**src/rtl/mem_arbiter_2.sv**
```systemverilog
// Two-port (instruction/data) arbiter in front of the 32-to-16 bridge host port.
// Registers the granted request onto m_* and routes completion and read data back.
module mem_arbiter_2 #(
    parameter bit ROUND_ROBIN = 1'b1
) (
    input  logic        clk,
    input  logic        rst_n,
    input  logic        i_cs,
    input  logic [29:0] i_addr,
    input  logic [31:0] i_wdata,
    input  logic        i_wr_en,
    input  logic [3:0]  i_bytesel,
    output logic [31:0] i_rdata,
    output logic        i_compl,
    input  logic        d_cs,
    input  logic [29:0] d_addr,
    input  logic [31:0] d_wdata,
    input  logic        d_wr_en,
    input  logic [3:0]  d_bytesel,
    output logic [31:0] d_rdata,
    output logic        d_compl,
    output logic        m_cs,
    output logic [29:0] m_addr,
    output logic [31:0] m_wdata,
    output logic        m_wr_en,
    output logic [3:0]  m_bytesel,
    input  logic [31:0] m_rdata,
    input  logic        m_compl
);

    typedef enum logic [1:0] {
        IDLE,
        BUSY_I,
        BUSY_D,
        WAIT
    } state_t;

    state_t state;
    logic   last_d;
    logic   i_req;
    logic   d_req;
    logic   tie_i;
    logic   pick_i;
    logic   pick_d;

    // A zero byte mask is a no-op, so it never counts as a request.
    always_comb begin
        i_req  = i_cs && (|i_bytesel);
        d_req  = d_cs && (|d_bytesel);
        tie_i  = ROUND_ROBIN ? last_d : 1'b0;
        pick_i = i_req && (!d_req || tie_i);
        pick_d = d_req && !pick_i;
    end

    always_ff @(posedge clk or negedge rst_n) begin
        if (!rst_n) begin
            state     <= IDLE;
            last_d    <= 1'b1;
            m_cs      <= 1'b0;
            m_addr    <= '0;
            m_wdata   <= '0;
            m_wr_en   <= 1'b0;
            m_bytesel <= '0;
            i_rdata   <= '0;
            d_rdata   <= '0;
            i_compl   <= 1'b0;
            d_compl   <= 1'b0;
        end else begin
            i_compl <= 1'b0;
            d_compl <= 1'b0;
            unique case (state)
                IDLE: begin
                    if (pick_i) begin
                        m_cs      <= 1'b1;
                        m_addr    <= i_addr;
                        m_wdata   <= i_wdata;
                        m_wr_en   <= i_wr_en;
                        m_bytesel <= i_bytesel;
                        last_d    <= 1'b0;
                        state     <= BUSY_I;
                    end else if (pick_d) begin
                        m_cs      <= 1'b1;
                        m_addr    <= d_addr;
                        m_wdata   <= d_wdata;
                        m_wr_en   <= d_wr_en;
                        m_bytesel <= d_bytesel;
                        last_d    <= 1'b1;
                        state     <= BUSY_D;
                    end
                end
                BUSY_I: begin
                    if (m_compl) begin
                        if (!m_wr_en) begin
                            i_rdata <= m_rdata;
                        end
                        i_compl   <= 1'b1;
                        m_cs      <= 1'b0;
                        m_wr_en   <= 1'b0;
                        m_bytesel <= '0;
                        state     <= WAIT;
                    end
                end
                BUSY_D: begin
                    if (m_compl) begin
                        if (!m_wr_en) begin
                            d_rdata <= m_rdata;
                        end
                        d_compl   <= 1'b1;
                        m_cs      <= 1'b0;
                        m_wr_en   <= 1'b0;
                        m_bytesel <= '0;
                        state     <= WAIT;
                    end
                end
                // Gives the requester a cycle to drop cs after its completion.
                WAIT: begin
                    state <= IDLE;
                end
                default: begin
                    state <= IDLE;
                end
            endcase
        end
    end

endmodule

```
**config.mk**
```make
export PLATFORM = sky130hd
export DESIGN_NAME = mem_arbiter_2
export DESIGN_NICKNAME = d
export VERILOG_FILES = /design/src/rtl/mem_arbiter_2.sv
export SDC_FILE = /design/constraint.sdc
export NUM_CORES = 1
export LEC_CHECK = 0
export CAP_MARGIN = 20
export CORE_ASPECT_RATIO = 1.2
export CORE_MARGIN = 8
export CORE_UTILIZATION = 43
export DETAILED_ROUTE_END_ITERATION = 10
export PLACE_DENSITY = 0.95
export SLEW_MARGIN = 20
export SYNTH_ARGS = -nofsm -noshare
export SYNTH_HDL_FRONTEND = slang
export SYNTH_SLANG_ARGS = --single-unit
```
**constraint.sdc**
```tcl
create_clock -name clk -period 3.7 [get_ports clk]
set_input_delay 1.11 -clock clk [delete_from_list [all_inputs] [get_ports clk]]
set_output_delay 1.11 -clock clk [all_outputs]
set_load 0.02 [all_outputs]
```
---- After elaboration in Yosys (flattened, before gate mapping) ----
Cells that the tools add are included.
cells by class
  equality and inequality tests ........... 5
  muxes and demuxes ....................... 23
  bitwise gates (word level) .............. 1
  reduce and logical (&&, ||, !) cells .... 18
operators with widths
  cell                                                    count
  2-to-1 mux 32 bit                                       2
  2-to-1 mux 30 bit                                       2
  2-to-1 mux 4 bit                                        3
  2-to-1 mux 1 bit                                        9
  AND reduction 3 bit                                     3
  one-hot mux 4 bit (2 select lines)                      1
  OR reduction 4 bit                                      2
  2-to-1 mux 2 bit                                        3
  one-hot mux 2 bit (3 select lines)                      1
  == test 2 bit (second input constant)                   2
  logical AND 1 bit                                       4
  one-hot mux 1 bit (2 select lines)                      2
  AND reduction 2 bit                                     2
  nonzero test 2 bit                                      2
  inequality test 3 bit (second input constant)           1
  == test 2 x 1 -> 1 bit (second input constant)          1
  zero test 1 bit                                         2
  zero test 2 bit                                         1
  inequality test 2 x 1 -> 1 bit (second input constant)  1
  OR reduction 2 bit                                      1
  logical OR 1 bit                                        1
  inverter 1 bit                                          1
word-level totals
  register bits ........................... 137
  input port bits ......................... 171
  logic and storage cells ................. 58

---- Longest topological paths before layout ----
Gate-level depths: netlist of run 1.
  depth in word-level cells ............... 10
  depth in mapped cells ................... 7
  mapped depth without buffers ............ 6

---- Least setup slack after synthesis of run 1 ----
Ideal clock, no wire load.
  path kind ............................... input to register
  from .................................... in i_bytesel[0]
  to ...................................... reg m_bytesel[0]
  data arrival time ....................... 2336 ps
  required time ........................... 3560 ps
  path slack .............................. 1224 ps
  cell stages on the path ................. 7
  cells stage by stage .................... o41a_1 > o21ai_1 > buf_4 > buf_6 > buf_8 > mux2i_1 > o22ai_1
on the way
  longest elaborated chain between the ends .. 7
ends and longest elaborated chain
  item                             RTL line  RTL
  from (decl)                      12        input logic [3:0] i_bytesel,
  OR reduction 4 bit               48        i_req = i_cs && (|i_bytesel);
  logical AND 1 bit                48
  logical AND 1 bit                51        pick_i = i_req && (!d_req || tie_i);
  zero test 1 bit                  52        pick_d = d_req && !pick_i;
  logical AND 1 bit                52
  inequality test 3 bit (no line)  n/a
  AND reduction 3 bit (no line)    n/a
  to (signal assigned)             78        m_bytesel <= i_bytesel;
  to (signal assigned)             86        m_bytesel <= d_bytesel;
  to (decl)                        26        output logic [3:0] m_bytesel,
Several ways; a longest one is shown, not always the timed one.
A chain may end at the register's enable or synchronous reset.

---- Worst setup path after layout of run 1 ----
  from .................................... in i_bytesel[0]
  to ...................................... reg state[0]
on the way
  longest elaborated chain between the ends .. 7
ends and longest elaborated chain
  item                             RTL line  RTL
  OR reduction 4 bit *             48
  logical AND 1 bit *              48
  logical AND 1 bit *              51
  zero test 1 bit                  52
  logical AND 1 bit                52
  inequality test 3 bit (no line)  n/a
  AND reduction 2 bit (no line)    n/a
  to (signal assigned)             57        state <= IDLE;
  to (signal assigned)             80        state <= BUSY_I;
  to (signal assigned)             88        state <= BUSY_D;
  to (decl)                        38        state_t state;
Every way passes the cells marked *; elsewhere a longest branch is shown, timed or not.

==> flow_summary.json, run 1 <==
{
  "min_path_type": "reg2reg",
  "cts_setup_buffers": 0,
  "drive_above_1_share": 0.138,
  "numPortBuffers": 304,
  "worst_pin_slew_ps": 640,
  "synthCells": 460,
  "ys.warnings.count": 0,
  "holdBufCountCts": 0,
  "path_cells": "clkdlybuf4s50_1 > o41a_1 > o21ai_4 > buf_4 > mux2i_1 > mux2_2",
  "hold_violations": 0,
  "syn_nets": 636,
  "vias_per_cell": 5.04,
  "hold_end": "m_addr[1]",
  "die_area_um2": 17500,
  "setup_violations": 0,
  "coreArea_um2": 13200,
  "post-route-period-util": 0.756,
  "drt-initial-drc-count": 245,
  "grt.overflow.total": 0,
  "numClockSinks": 137,
  "cp_max_fo": 19,
  "antenna_found_initial": 2,
  "p_total_mw": 8.47,
  "clkTransAtPathRegs_ps": 60,
  "hpwlAfterDp_mm": 14.6,
  "fin_crit_ps": 2800,
  "r2r_cells": 6,
  "ios": 305,
  "syn2layout_area_growth_pct": 65.9,
  "cp_slowest_stage_delay_ps": 560,
  "layout_common_cells": "clkdlybuf4s50_1 (303), dfrtp_1 (136), mux2i_1 (70)",
  "grt_pass1_vias": 5374,
  "status": "finished clean",
  "crit_required_ps": 3980,
  "ant_nets": 0,
  "cp_slowest_cell": "o41a_1",
  "die_height_um": 143,
  "vdd_drop_max_mv": 0.461,
  "clk_latency_ps": 400,
  "synth.distinct_cells": 26,
  "finish.net_count": 938,
  "drc_errors": 0,
  "worstPathArrival_ps": 3080,
  "vias": 4752,
  "initial_utilization": 0.440,
  "powerDensity_nw_per_um2": 880,
  "tns_ps": 0,
  "fmax_ghz": 0.357,
  "grt_max_degree": 125,
  "critPathKind": "in2reg",
  "cts-root-buf": "clkbuf_16",
  "cts_tree": "yes",
  "fin_skew_ps": 9.74,
  "rows": 46,
  "power_leakage_nw": 4.32,
  "synth-seq-cells": 137,
  "final_common_cell": "clkdlybuf4s50_1",
  "grt.total_usage": 0.207,
  "cts_buffers": 17,
  "grt_pass1_wl_mm": 27.9,
  "wl_mm": 18.4,
  "reg2reg_to": "i_rdata[5]",
  "routabilityCongestion": 0.818,
  "post_drt_wl_per_cell_um": 19.6,
  "holdPathStages": 2,
  "syn_avg_cell_area_um2": 12.6,
  "startpoint_type": "primary input",
  "ys_seq_area_frac": 0.591,
  "regToRegSetupSlack_ps": 1840,
  "holdCritStartpoint": "m_addr[1]",
  "r2r_start": "state[1]",
  "antennaDiodeCount": 0,
  "drv_slew": 0,
  "rsz0062_at_grt": "false",
  "cts_max_level": 4,
  "fp.dieW_um": 122,
  "clock_path_buffers": 2,
  "end_kind": "flop",
  "relSlewSlack": 0.573,
  "post_cts_resized": 0,
  "whs_ps": 480,
  "timing.max_cap.violations": 0,
  "dr.pass1.iters": 4,
  "syn-cell-area_um2": 5800
}
## registers in the layout (all words and copies together) (netlist names)
register and count:
last_d 1, m_cs 1, state 2, d_compl 1
m_wr_en 1, i_rdata 32, d_rdata 32, m_addr 30
i_compl 1, m_bytesel 4, m_wdata 32
## layer usage
metal | track usage | part of all wire | vias up
met2 | 0.350 | 0.50 | 224
met5 | 0 | 0.0015 | -
met3 | 0.0853 | 0.096 | 50
li1 | - | - | 2209
met4 | 0.117 | 0.046 | 4
met1 | 0.212 | 0.36 | 2265
## metrics by stage
stage / std cells / util / setup slack, ps / area [µm²]
4_1_cts: 943 / 0.730 / 902 / 9620
6_report: 943 / 0.730 / 901 / 9620
2_1_floorplan: 460 / - / 1220 / 5800
3_3_place_gp: 911 / 0.683 / 556 / 9000
5_1_grt: 943 / 0.730 / 816 / 9620
3_5_place_dp: 911 / 0.683 / 475 / 9000
## power by group
group	internal (mW)	total [mW]	switching (mW)
Clock	1.08	1.75	0.667
Sequential	2.24	2.66	0.411
Combinational	2.01	4.07	2.06
Total	5.34	8.47	3.13
## cell families after synthesis
logic type                 synth area share
AOI/OAI and AO/OA                    0.0695
adders and majority gates            0.0108
buffers and inverters                0.0332
DFF                                   0.591
muxes                                 0.247
and+or+nand+nor                      0.0481
## cells in the mapped netlist (all sizes together)
| cell | number | area share |
|---|---|---|
| nor3 | 1 | 0.00086 |
| nor2 | 2 | 0.0013 |
| dfstp | 1 | 0.0045 |
| o22ai | 5 | 0.0054 |
| clkbuf | 6 | 0.0039 |
| nor3b | 1 | 0.0013 |
| mux2 | 65 | 0.13 |
| ha | 5 | 0.011 |
| buf | 22 | 0.024 |
| nand2 | 64 | 0.041 |
| dfrtp | 136 | 0.59 |
| mux2i | 70 | 0.12 |
| or3 | 1 | 0.0011 |
| o41ai | 1 | 0.0015 |
| a21oi | 1 | 0.00086 |
| a31oi | 1 | 0.0011 |
| and2 | 2 | 0.0022 |
| inv | 9 | 0.0058 |
| o21ai | 65 | 0.057 |
| o41a | 2 | 0.0039 |
## cell type report
cell class,count,area (µm²)
Tap cell,168,210
Fill cell,849,3560
Clock buffer,18,429
Sequential cell,137,3430
Inverter,9,33.8
Clock inverter,14,188
Timing Repair Buffer,311,3130
Multi-Input combinational cell,286,2200
## critical path: cells and delay by family
family	cells	cell delay [ps]
compound gates	2	760
buf+inv	2	820
mux	2	390
## how the worst max path moves through the flow
stage                       from           end  slack (ps)  cells after the start
global route        i_bytesel[0]    m_addr[16]         820                      6
finish              i_bytesel[0]      state[0]         900                      6
CTS                 i_bytesel[0]      state[0]         900                      6
floorplan           i_bytesel[0]  m_bytesel[0]        1220                      7
global placement    i_bytesel[0]      state[0]         560                      6
detailed placement  i_bytesel[0]      state[0]         480                      6
Note: power is estimated with default switching activity, not from simulation.
==> run 2: changes to the inputs <==
--- a/config.mk
+++ b/config.mk
@@ -8,9 +8,9 @@
 export CAP_MARGIN = 20
 export CORE_ASPECT_RATIO = 1.2
 export CORE_MARGIN = 8
-export CORE_UTILIZATION = 43
+export CORE_UTILIZATION = 40
 export DETAILED_ROUTE_END_ITERATION = 10
-export PLACE_DENSITY = 0.95
+export PLACE_DENSITY = 0.89
 export SLEW_MARGIN = 20
 export SYNTH_ARGS = -nofsm -noshare
 export SYNTH_HDL_FRONTEND = slang
==> constraint.sdc (replaced) <==
create_clock -name clk -period 2.63 [get_ports clk]
set_input_delay 0.789 -clock clk [delete_from_list [all_inputs] [get_ports clk]]
set_output_delay 0.789 -clock clk [all_outputs]
set_load 0.02 [all_outputs]
==> flow_summary.json, run 2 (same netlist as run 1, synthesis figures left out) <==
{
  "cts_tree": "yes",
  "rsz0062_at_grt": "false",
  "layout_common_cells": "clkdlybuf4s50_1 (303), dfrtp_1 (136), mux2i_1 (70)",
  "timing.max_cap.violations": 0,
  "syn2layout_area_growth_pct": 69.6,
  "initial_utilization": 0.406,
  "regToRegSetupSlack_ps": 710,
  "cp_max_fo": 28,
  "grt.total_usage": 0.200,
  "vias_per_cell": 4.98,
  "hold_violations": 0,
  "cts_setup_buffers": 0,
  "crit_required_ps": 2950,
  "post-route-util": 0.688,
  "grt.overflow.total": 0,
  "grt_max_degree": 65,
  "post-route-period-util": 0.885,
  "finish.net_count": 958,
  "startpoint_type": "primary input",
  "setup_violations": 0,
  "holdBufCountCts": 0,
  "drc_errors": 0,
  "final_common_cell": "clkdlybuf4s50_1",
  "die_height_um": 148,
  "reg_top3": "d_rdata (32), i_rdata (32), m_wdata (32)",
  "reg2reg_to": "m_bytesel[3]",
  "clk_latency_ps": 410,
  "fmax_ghz": 0.430,
  "routabilityCongestion": 0.793,
  "die_area_um2": 18600,
  "r2r_start": "state[0]",
  "fin_crit_ps": 2330,
  "power_leakage_nw": 4.45,
  "instances_no_fill": 969,
  "dr.pass1.iters": 4,
  "fp.dieW_um": 126,
  "vdd_drop_max_mv": 0.601,
  "clkTransAtPathRegs_ps": 60,
  "worstPathArrival_ps": 2640,
  "fin_skew_ps": 7.28,
  "worst_pin_slew_ps": 599,
  "place_inst": 938,
  "grt_pass1_vias": 5541,
  "antennaDiodeCount": 0,
  "post_cts_resized": 0,
  "numPortBuffers": 304,
  "numClockSinks": 137,
  "hpwlAfterDp_mm": 14.9,
  "min_path_type": "in2async",
  "critPathKind": "in2reg",
  "grt_pass1_wl_mm": 29.0,
  "rows": 48,
  "antenna_found_initial": 0,
  "cts_max_level": 4,
  "drt-initial-drc-count": 224,
  "post_drt_wl_per_cell_um": 19.0,
  "clock_path_buffers": 2,
  "cts-root-buf": "clkbuf_16",
  "ios": 305,
  "coreArea_um2": 14300,
  "status": "finished clean",
  "powerDensity_nw_per_um2": 1240,
  "relSlewSlack": 0.595,
  "cts_buffers": 17,
  "drive_above_1_share": 0.160,
  "vias": 4826,
  "drv_slew": 0,
  "end_kind": "flop",
  "r2r_cells": 6,
  "wl_mm": 18.4,
  "ant_nets": 0
}
run 2: cell count changes in the layout (fill, tap and decap cells not counted), sizes merged:
cell,before,now
buf,8,28
clkinv,1,7
inv,16,12
clkinvlp,3,0
bufinv,3,4
clkbuf,18,17
run 2: how the worst max path moves through the flow:
stage	start	to	slack (ps)	cells after the start
2_1_floorplan	i_bytesel[0]	m_bytesel[0]	470	7
3_3_place_gp	i_bytesel[0]	m_addr[0]	0.3	6
3_5_place_dp	i_bytesel[0]	m_bytesel[3]	-110	6
4_1_cts	d_bytesel[0]	m_addr[1]	320	6
5_1_grt	d_bytesel[0]	m_addr[0]	120	6
6_report	d_bytesel[0]	m_addr[1]	300	6
run 2: stage by stage:
step	worst slack [ps]	hold slack, ps	area, µm²	total power, mW	setup TNS, ps
floorplan	475	493	5800	6.59	0
global placement	0.306	462	9210	9.49	0
detailed placement	-107	470	9210	9.75	-2400
CTS	321	267	9830	12.3	0
global route	121	267	9830	12.8	0
finish	304	266	9830	12.1	0
run 2: worst max-delay path: stages:
cell	delay (ps)
clkdlybuf4s50_1	450
o41ai_1	630
o21ai_4	180
buf_12	210
mux2i_1	150
o21ai_0	200
run 2: where the power goes:
part / total [mW] / internal (mW) / leakage (nW) / switching (mW)
registers: 3.74 / 3.16 / 1.67 / 0.582
logic: 5.92 / 2.99 / 2.47 / 2.93
clock network: 2.49 / 1.59 / 0.308 / 0.896
run 2: cell type report:
type                       instances  area, µm²
sequential                       137       3430
inverter                           9       33.8
clock buffer                      17        425
timing repair buffer             331       3330
tap                              175        219
fill                            1006       4460
multi-input combinational        286       2200
clock inverter                    14        196
run 2: routing by layer:
layer  global-route usage  vias up  share of wire
li1                     -     2244              -
met1                0.197     2290           0.36
met2                0.345      238           0.51
met3               0.0937       54          0.094
met4                0.105        0          0.040
met5                    0        -              0
==> run 3: changes to the inputs <==
--- a/config.mk
+++ b/config.mk
@@ -5,12 +5,13 @@
 export SDC_FILE = /design/constraint.sdc
 export NUM_CORES = 1
 export LEC_CHECK = 0
+export ABC_CLOCK_PERIOD_IN_PS = 2950
 export CAP_MARGIN = 20
 export CORE_ASPECT_RATIO = 1.2
 export CORE_MARGIN = 8
-export CORE_UTILIZATION = 40
+export CORE_UTILIZATION = 43
 export DETAILED_ROUTE_END_ITERATION = 10
-export PLACE_DENSITY = 0.89
+export PLACE_DENSITY = 0.95
 export SLEW_MARGIN = 20
 export SYNTH_ARGS = -nofsm -noshare
 export SYNTH_HDL_FRONTEND = slang
==> constraint.sdc (replaced) <==
create_clock -name clk -period 2.95 [get_ports clk]
set_input_delay 0.885 -clock clk [delete_from_list [all_inputs] [get_ports clk]]
set_output_delay 0.885 -clock clk [all_outputs]
set_load 0.02 [all_outputs]
==> flow_summary.json, run 3 (same netlist as run 1, synthesis figures left out) <==
{
  "status": "finished clean",
  "wl_mm": 18.9,
  "fillers": 809,
  "instances_no_fill": 950,
  "worstPathArrival_ps": 2790,
  "die_height_um": 143,
  "place_inst": 918,
  "cts_buffers": 17,
  "reg_top3": "d_rdata (32), i_rdata (32), m_wdata (32)",
  "multi_input_area_um2": 2200,
  "clock_path_buffers": 2,
  "ios": 305,
  "cts_tree": "yes",
  "routabilityCongestion": 0.834,
  "fp.dieW_um": 122,
  "critPathKind": "in2reg",
  "post_cts_resized": 0,
  "dr.pass1.iters": 4,
  "hpwlAfterDp_mm": 15.1,
  "power_leakage_nw": 4.40,
  "ant_nets": 0,
  "grt_pass1_vias": 5470,
  "setup_violations": 0,
  "tns_ps": 0,
  "antenna_found_initial": 1,
  "hold_violations": 0,
  "rows": 46,
  "startpoint_type": "primary input",
  "cp_max_fo": 34,
  "regArea_um2": 3430,
  "numPortBuffers": 304,
  "drt-initial-drc-count": 199,
  "reg2reg_to": "m_bytesel[3]",
  "drc_errors": 0,
  "r2r_cells": 5,
  "clkTransAtPathRegs_ps": 60,
  "layout_common_cells": "clkdlybuf4s50_1 (303), dfrtp_1 (136), mux2i_1 (70)",
  "timing.max_cap.violations": 0,
  "coreArea_um2": 13200,
  "die_area_um2": 17500,
  "fin_skew_ps": 6.47,
  "numClockSinks": 137,
  "holdBufCountCts": 0,
  "r2r_start": "state[0]",
  "regToRegSetupSlack_ps": 1160,
  "final_common_cell": "clkdlybuf4s50_1",
  "fmax_ghz": 0.399,
  "post-route-util": 0.741,
  "cts_setup_buffers": 0,
  "design_area_um2": 9770,
  "initial_utilization": 0.440,
  "end_kind": "flop",
  "drive_above_1_share": 0.146,
  "drv_slew": 0,
  "fin_crit_ps": 2510,
  "grt.total_usage": 0.215,
  "worst_pin_slew_ps": 597,
  "pre_cts_slack_ps": 38.2,
  "vdd_drop_max_mv": 0.643,
  "finish.net_count": 945,
  "vias_per_cell": 5.07,
  "grt_max_degree": 64,
  "powerDensity_nw_per_um2": 1110,
  "relSlewSlack": 0.599,
  "antennaDiodeCount": 0,
  "cts_max_level": 4,
  "rsz0062_at_grt": "false",
  "setup_slack_ps": 443,
  "cts-root-buf": "clkbuf_16",
  "p_total_mw": 10.9,
  "grt.overflow.total": 0,
  "vias": 4813,
  "place_area_um2": 9130,
  "crit_required_ps": 3230,
  "syn2layout_area_growth_pct": 68.5,
  "post_drt_wl_per_cell_um": 19.9,
  "grt_pass1_wl_mm": 28.9,
  "clk_latency_ps": 400,
  "post-route-period-util": 0.850,
  "whs_ps": 456,
  "min_path_type": "in2async"
}
==> run 3: critical path, stage by stage <==
cell	delay [ps]
clkdlybuf4s50_1	440
o41a_1	540
o21ai_4	200
buf_12	290
mux2i_1	270
o21ai_0	120
==> run 3: area by class of cell <==
cell class                 count  area share
clock buffer                  18      0.0439
multi-input combinational    286       0.225
tap                          168      0.0215
sequential                   137       0.351
timing repair buffer         318       0.334
inverter                       9     0.00346
clock inverter                14      0.0216
==> run 3: report_power, final <==
part           switching [mW]  internal, mW  leakage, nW
Clock                   0.844          1.44        0.310
Combinational            2.62          2.62         2.42
Sequential              0.531          2.82         1.67
Total                    4.00          6.88         4.40
==> run 3: worst max path at each step <==
| stage | startpoint | endpoint | slack [ps] | depth (start not counted) |
|---|---|---|---|---|
| finish | i_bytesel[1] | m_addr[5] | 440 | 6 |
| global placement | i_bytesel[0] | m_addr[9] | 180 | 6 |
| CTS | i_bytesel[1] | m_addr[5] | 470 | 6 |
| global route | i_bytesel[1] | m_addr[5] | 390 | 6 |
| floorplan | i_bytesel[0] | m_bytesel[0] | 700 | 7 |
| detailed placement | i_bytesel[1] | m_addr[5] | 40 | 6 |
==> run 3: per-layer routing <==
metal / global-route usage / routed length, µm
met4: 0.108 / 700
met5: 0 / 9
met3: 0.0834 / 1860
met2: 0.374 / 9690
met1: 0.219 / 6630
